### src/rtl/cam_pkg.sv
// Shared constants and types for the camera capture path.
// Output formats, FSM encoding and decimated geometry helpers.
package cam_pkg;

    localparam int FMT_RGB332 = 8;
    localparam int FMT_RGB444 = 12;
    localparam int FMT_RGB565 = 16;

    typedef enum logic {
        ST_IDLE   = 1'b0,
        ST_ACTIVE = 1'b1
    } cam_state_e;

    function automatic int out_w(input int h_act, input int dec_log2);
        return h_act >> dec_log2;
    endfunction

    function automatic int out_h(input int v_act, input int dec_log2);
        return v_act >> dec_log2;
    endfunction

endpackage

### src/rtl/px_fmt_conv.sv
// Combinational RGB565 to DW-bit pixel converter.
// Shared by the capture path and the VGA test-pattern path.
module px_fmt_conv
    import cam_pkg::*;
#(
    parameter int DW = 8
) (
    input  logic [15:0]   pix_i,
    output logic [DW-1:0] pix_o
);

    if (DW == FMT_RGB332) begin : g_332
        logic unused_lsb;
        assign unused_lsb = ^{pix_i[12:11], pix_i[7:5], pix_i[2:0]};
        assign pix_o = {pix_i[15:13], pix_i[10:8], pix_i[4:3]};
    end else if (DW == FMT_RGB444) begin : g_444
        logic unused_lsb;
        assign unused_lsb = ^{pix_i[11], pix_i[6:5], pix_i[0]};
        assign pix_o = {pix_i[15:12], pix_i[10:7], pix_i[4:1]};
    end else if (DW == FMT_RGB565) begin : g_565
        assign pix_o = pix_i;
    end else begin : g_bad_dw
        $error("px_fmt_conv: DW must be 8, 12 or 16");
        logic unused_pix;
        assign unused_pix = ^pix_i;
        assign pix_o = '0;
    end

endmodule

### src/rtl/cam_capture_px.sv
// OV7670-style pixel capture: byte pairing, format conversion,
// optional decimation and frame-buffer write with error reporting.
module cam_capture_px
    import cam_pkg::*;
#(
    parameter int AW       = 15,
    parameter int DW       = 8,
    parameter int H_ACT    = 160,
    parameter int V_ACT    = 120,
    parameter int DEC_LOG2 = 0
) (
    input  logic          pclk,
    input  logic          rst,
    input  logic          vsync,
    input  logic          href,
    input  logic [7:0]    px_data,
    input  logic          en,
    output logic [AW-1:0] mem_px_addr,
    output logic [DW-1:0] mem_px_data,
    output logic          px_wr,
    output logic          frame_done,
    output logic          frame_err
);

    localparam int OUT_W = out_w(H_ACT, DEC_LOG2);
    localparam int OUT_H = out_h(V_ACT, DEC_LOG2);
    localparam int CAP   = OUT_W * OUT_H;
    localparam int XW    = $clog2(H_ACT + 2);
    localparam int YW    = $clog2(V_ACT + 2);

    localparam logic [AW:0]   CAP_A = (AW + 1)'(CAP);
    localparam logic [XW-1:0] X_ACT = XW'(H_ACT);
    localparam logic [XW-1:0] X_MAX = XW'(H_ACT + 1);
    localparam logic [XW-1:0] X_MSK = XW'((1 << DEC_LOG2) - 1);
    localparam logic [YW-1:0] Y_ACT = YW'(V_ACT);
    localparam logic [YW-1:0] Y_MAX = YW'(V_ACT + 1);
    localparam logic [YW-1:0] Y_MSK = YW'((1 << DEC_LOG2) - 1);

    if (DEC_LOG2 < 0 || DEC_LOG2 > 2) begin : g_bad_dec
        $error("cam_capture_px: DEC_LOG2 must be 0, 1 or 2");
    end
    if (CAP > (1 << AW)) begin : g_bad_cap
        $error("cam_capture_px: output frame exceeds address space");
    end

    cam_state_e    state_q, state_d;
    logic          vs_q, hr_q;
    logic          phase_q, phase_d;
    logic [7:0]    hi_q, hi_d;
    logic [XW-1:0] x_q, x_d;
    logic [YW-1:0] y_q, y_d;
    logic [AW:0]   addr_q, addr_d;
    logic          err_q, err_d;
    logic          wr_q, wr_d;
    logic [AW-1:0] oaddr_q, oaddr_d;
    logic [DW-1:0] odata_q, odata_d;
    logic          done_q, done_d;
    logic          ferr_q, ferr_d;

    logic          fr_start, fr_end, ln_end, keep;
    logic [DW-1:0] conv_pix;

    px_fmt_conv #(.DW(DW)) u_conv (
        .pix_i ({hi_q, px_data}),
        .pix_o (conv_pix)
    );

    assign fr_start = vs_q & ~vsync;
    assign fr_end   = ~vs_q & vsync;
    assign ln_end   = hr_q & ~href;

    assign keep = ((x_q & X_MSK) == '0) && ((y_q & Y_MSK) == '0)
               && (x_q < X_ACT) && (y_q < Y_ACT);

    always_comb begin
        state_d = state_q;
        phase_d = phase_q;
        hi_d    = hi_q;
        x_d     = x_q;
        y_d     = y_q;
        addr_d  = addr_q;
        err_d   = err_q;
        wr_d    = 1'b0;
        oaddr_d = oaddr_q;
        odata_d = odata_q;
        done_d  = 1'b0;
        ferr_d  = 1'b0;
        unique case (state_q)
            ST_IDLE: begin
                if (fr_start && en) begin
                    state_d = ST_ACTIVE;
                    addr_d  = '0;
                    x_d     = '0;
                    y_d     = '0;
                    phase_d = 1'b0;
                    err_d   = 1'b0;
                end
            end
            ST_ACTIVE: begin
                if (href) begin
                    phase_d = ~phase_q;
                    if (!phase_q) begin
                        hi_d = px_data;
                    end else begin
                        if (x_q != X_MAX) x_d = x_q + 1'b1;
                        if (keep) begin
                            if (addr_q == CAP_A) begin
                                err_d = 1'b1;
                            end else begin
                                wr_d    = 1'b1;
                                oaddr_d = addr_q[AW-1:0];
                                odata_d = conv_pix;
                                addr_d  = addr_q + 1'b1;
                            end
                        end
                    end
                end
                // line end is folded in before frame end so y is final
                if (ln_end) begin
                    if (phase_q || (x_q != X_ACT)) err_d = 1'b1;
                    if (y_q != Y_MAX) y_d = y_q + 1'b1;
                    x_d     = '0;
                    phase_d = 1'b0;
                end
                if (fr_end) begin
                    if (y_d != Y_ACT) err_d = 1'b1;
                    done_d  = 1'b1;
                    ferr_d  = err_d;
                    state_d = ST_IDLE;
                end
            end
            default: state_d = ST_IDLE;
        endcase
    end

    always_ff @(posedge pclk) begin
        if (rst) begin
            state_q <= ST_IDLE;
            vs_q    <= 1'b0;
            hr_q    <= 1'b0;
            phase_q <= 1'b0;
            hi_q    <= '0;
            x_q     <= '0;
            y_q     <= '0;
            addr_q  <= '0;
            err_q   <= 1'b0;
            wr_q    <= 1'b0;
            oaddr_q <= '0;
            odata_q <= '0;
            done_q  <= 1'b0;
            ferr_q  <= 1'b0;
        end else begin
            state_q <= state_d;
            vs_q    <= vsync;
            hr_q    <= href;
            phase_q <= phase_d;
            hi_q    <= hi_d;
            x_q     <= x_d;
            y_q     <= y_d;
            addr_q  <= addr_d;
            err_q   <= err_d;
            wr_q    <= wr_d;
            oaddr_q <= oaddr_d;
            odata_q <= odata_d;
            done_q  <= done_d;
            ferr_q  <= ferr_d;
        end
    end

    assign mem_px_addr = oaddr_q;
    assign mem_px_data = odata_q;
    assign px_wr       = wr_q;
    assign frame_done  = done_q;
    assign frame_err   = ferr_q;

endmodule

### config.mk
export PLATFORM = sky130hd
export DESIGN_NAME = cam_capture_px
export DESIGN_NICKNAME = d
export VERILOG_FILES = /design/src/rtl/cam_pkg.sv /design/src/rtl/px_fmt_conv.sv /design/src/rtl/cam_capture_px.sv
export SDC_FILE = /design/constraint.sdc
export NUM_CORES = 1
export LEC_CHECK = 0
export CAP_MARGIN = 20
export CORE_UTILIZATION = 55
export DETAILED_ROUTE_END_ITERATION = 10
export PLACE_DENSITY_LB_ADDON = 0.1
export SLEW_MARGIN = 20
export SYNTH_ARGS = -nofsm -noshare
export SYNTH_HDL_FRONTEND = slang
export SYNTH_SLANG_ARGS = --single-unit
### constraint.sdc
create_clock -name pclk -period 3.4 [get_ports pclk]
set_input_delay 0.68 -clock pclk [delete_from_list [all_inputs] [get_ports pclk]]
set_output_delay 0.68 -clock pclk [all_outputs]
set_load 0.02 [all_outputs]
==> impl_metrics.json <==
{
  "worstSetupPathType": "flip-flop to flip-flop",
  "outcome": "complete, no violations",
  "synth_fp_nets": 396,
  "port_buffers": 38,
  "leakagePower_nw": 1.293,
  "clock-sinks": 68,
  "end_kind": "flip-flop",
  "r2r_slack_ns": 0.97,
  "clk_pin_slew_ns": 0.07,
  "die_h_um": 78.18,
  "multi_input_area_sq_um": 1697,
  "row_count": 27,
  "ctsResizeCount": 0,
  "syn_area_per_cell_sq_um": 8.489,
  "worstMarginPinSlew_ns": 0.6469,
  "dpl.hpwl_um": 4875,
  "drc": 0,
  "fin_nets": 431,
  "clock_latency_ns": 0.34,
  "cts_buffer_depth": 2,
  "grt_overflow": 0,
  "p_sw_share_pct": 22.27,
  "seq_area_frac_synth_pct": 42.65,
  "ant_nets": 0,
  "start_util_pct": 57.61,
  "track_usage_pct": 24.30,
  "post-route-period-util_pct": 71.47,
  "critPathLaunch": "addr_q[0]",
  "dp_slack_ns": 0.6887,
  "gp_congestion": 0.8544,
  "clock_skew_ns": 0.004907,
  "r2r_end": "addr_q[9]",
  "synth_ff_type": "dfxtp_1",
  "seqCellArea_sq_um": 1361,
  "synth_area_sq_um": 3192,
  "ys_warn_count": 0,
  "numCtsBuffers": 9,
  "grt_pass1_vias": 2551,
  "fp.dieW_um": 78.18,
  "drt_wl_total_um": 7021,
  "ys_types": 60,
  "layout-drive-gt1-share_pct": 8.173,
  "ir_worst_vdd_mv": 0.2900,
  "dr.pass1.iters": 5,
  "setup_tns_ns": 0,
  "rsz0062_at_grt": "no",
  "max-slew-margin-rel_pct": 56.28,
  "ios": 39,
  "drv_cap": 0,
  "drtIter0Drc": 143,
  "stdcell_area_sq_um": 3791,
  "root_buffer": "clkbuf_8",
  "postCtsHoldBufs": 0,
  "cts_max_level": 3,
  "drv_slew": 0,
  "r2r_cells": 7,
  "min_period_ns": 2.430,
  "r2r-start": "addr_q[0]",
  "fillers": 468,
  "clock.fmax_mhz": 411.6,
  "syn_inst": 376,
  "layout_commonest_cell": "dfxtp_1",
  "synth_async_sr_flop_share_pct": 0,
  "internal_power_mw": 1.161,
  "hold_viol": 0,
  "syn2layout_area_growth_pct": 18.78,
  "setup_viol": 0,
  "postPlaceCellArea_sq_um": 3607,
  "cts_tree": "yes",
  "crit_end": "addr_q[9]",
  "arrival_ns": 2.66,
  "worstHoldPathType": "flip-flop to flip-flop",
  "viasPerCell": 5.873,
  "diodes": 0,
  "grt_pass1_wl_um": 11730,
  "worst_ep_required_time_ns": 3.63,
  "clkPwrFrac_pct": 42.1,
  "combPwrFrac_pct": 4.0,
  "synth-edff-count": 0,
  "p_switching_mw": 0.3326,
  "vias": 2866,
  "seqPwrFrac_pct": 53.9,
  "setup_ws_ns": 0.9702,
  "die-area_sq_um": 6112,
  "synth-seq-cells": 68,
  "wl_per_cell_um": 14.39,
  "grt_max_degree": 28,
  "final_cell_mix": "dfxtp_1 (68), nand2_1 (60), clkdlybuf4s50_1 (38)",
  "cp-start-kind": "flip-flop",
  "powerDensity_nw_per_um2": 394.0,
  "core_sq_um": 5540,
  "holdWs_ns": 0.4533,
  "cts_setup_buffers": 0,
  "cp_max_fo": 15,
  "antenna_found_initial": 0
}
power groups by stage:
stage / logic (mW) / clock network, mW / registers (mW)
6_report: 0.0603 / 0.629 / 0.805
5_1_grt: 0.0660 / 0.681 / 0.805
4_1_cts: 0.0603 / 0.640 / 0.804
3_5_place_dp: 0.0598 / 0 / 0.823
3_3_place_gp: 0.0586 / 0 / 0.822
2_1_floorplan: 0.0357 / 0 / 0.821
metal layers:
| layer | global-route usage [%] | part of all wire [%] | up-vias | wire length (um) |
|---|---|---|---|---|
| li1 | - | - | 1403 | - |
| met1 | 32.09 | 48 | 1357 | 3343 |
| met2 | 37.89 | 45 | 88 | 3150 |
| met3 | 5.233 | 5.2 | 18 | 362 |
| met4 | 11.11 | 2.4 | 0 | 165 |
| met5 | 0 | 0 | - | 0 |
stage by stage:
| stage | utilization [%] | power [mW] | std cells |
|---|---|---|---|
| finish | 68.43 | 1.494 | 488 |
| floorplan | - | 0.8569 | 376 |
| detailed placement | 65.11 | 0.8826 | 472 |
| global route | 68.43 | 1.552 | 488 |
| CTS | 68.43 | 1.505 | 488 |
| global placement | 65.11 | 0.8811 | 472 |
critical path, stage by stage (launching register included):
cell	delay [ns]
dfxtp_1	0.35
inv_1	0.09
ha_1	0.14
nor4bb_1	0.58
a41oi_2	0.28
a21oi_2	0.56
nor4_1	0.11
o21a_1	0.20
synth_stat cells, types with 4 or more instances:
master / number / area share (%)
xnor2_1: 10 / 2.7
nand3_1: 16 / 2.5
a211oi_1: 5 / 1.2
buf_2: 5 / 0.78
nand3b_1: 4 / 0.94
nand2b_1: 5 / 0.98
nand4_1: 8 / 1.6
nor2_1: 32 / 3.8
clkbuf_1: 12 / 1.4
a21oi_1: 34 / 5.3
nand2_1: 60 / 7.1
nor4_1: 7 / 1.4
dfxtp_1: 68 / 43
inv_1: 11 / 1.3
or4_1: 6 / 1.4
mux2i_1: 10 / 3.1
ha_1: 7 / 2.7
o31ai_1: 5 / 1.2
o21ai_0: 9 / 1.4
worst min path at each step:
stage / from / end / slack [ns] / depth (start not counted)
global route: mem_px_addr[3] / mem_px_addr[3] / 0.47 / 2
floorplan: hi_q[0] / mem_px_data[2] / 0.43 / 2
global placement: hi_q[1] / mem_px_data[3] / 0.44 / 2
CTS: mem_px_data[1] / mem_px_data[1] / 0.46 / 2
finish: mem_px_data[1] / mem_px_data[1] / 0.45 / 2
detailed placement: mem_px_data[1] / mem_px_data[1] / 0.45 / 2
cell families (layout without fill, tap and decap cells):
| kind of cell | after synthesis | in the layout | synth area share (%) |
|---|---|---|---|
| AOI/OAI and AO/OA | 76 | 76 | 15.41 |
| xor gates and xnor gates | 13 | 13 | 3.567 |
| adders and majority gates | 7 | 7 | 2.744 |
| buffers and inverters | 30 | 70 | 4.194 |
| DFF | 68 | 68 | 42.65 |
| muxes | 11 | 11 | 3.489 |
| and+or+nand+nor | 171 | 171 | 27.95 |
flip-flops by register name (all words and copies together) (netlist names):
register and flops:
vs_q 1, addr_q 16, mem_px_addr 15, x_q 8
err_q 1, px_wr 1, hi_q 6, y_q 7
hr_q 1, mem_px_data 8, phase_q 1, state_q 1
frame_done 1, frame_err 1
cell type report:
| class | instances | share of cell area (%) |
|---|---|---|
| multi-input combinational | 278 | 44.75 |
| timing repair buffer | 43 | 11.02 |
| inverter | 11 | 1.089 |
| clock buffer | 11 | 3.465 |
| tap | 72 | 2.376 |
| sequential | 68 | 35.91 |
| clock inverter | 5 | 1.386 |
Power figures use the tool's default switching activity.
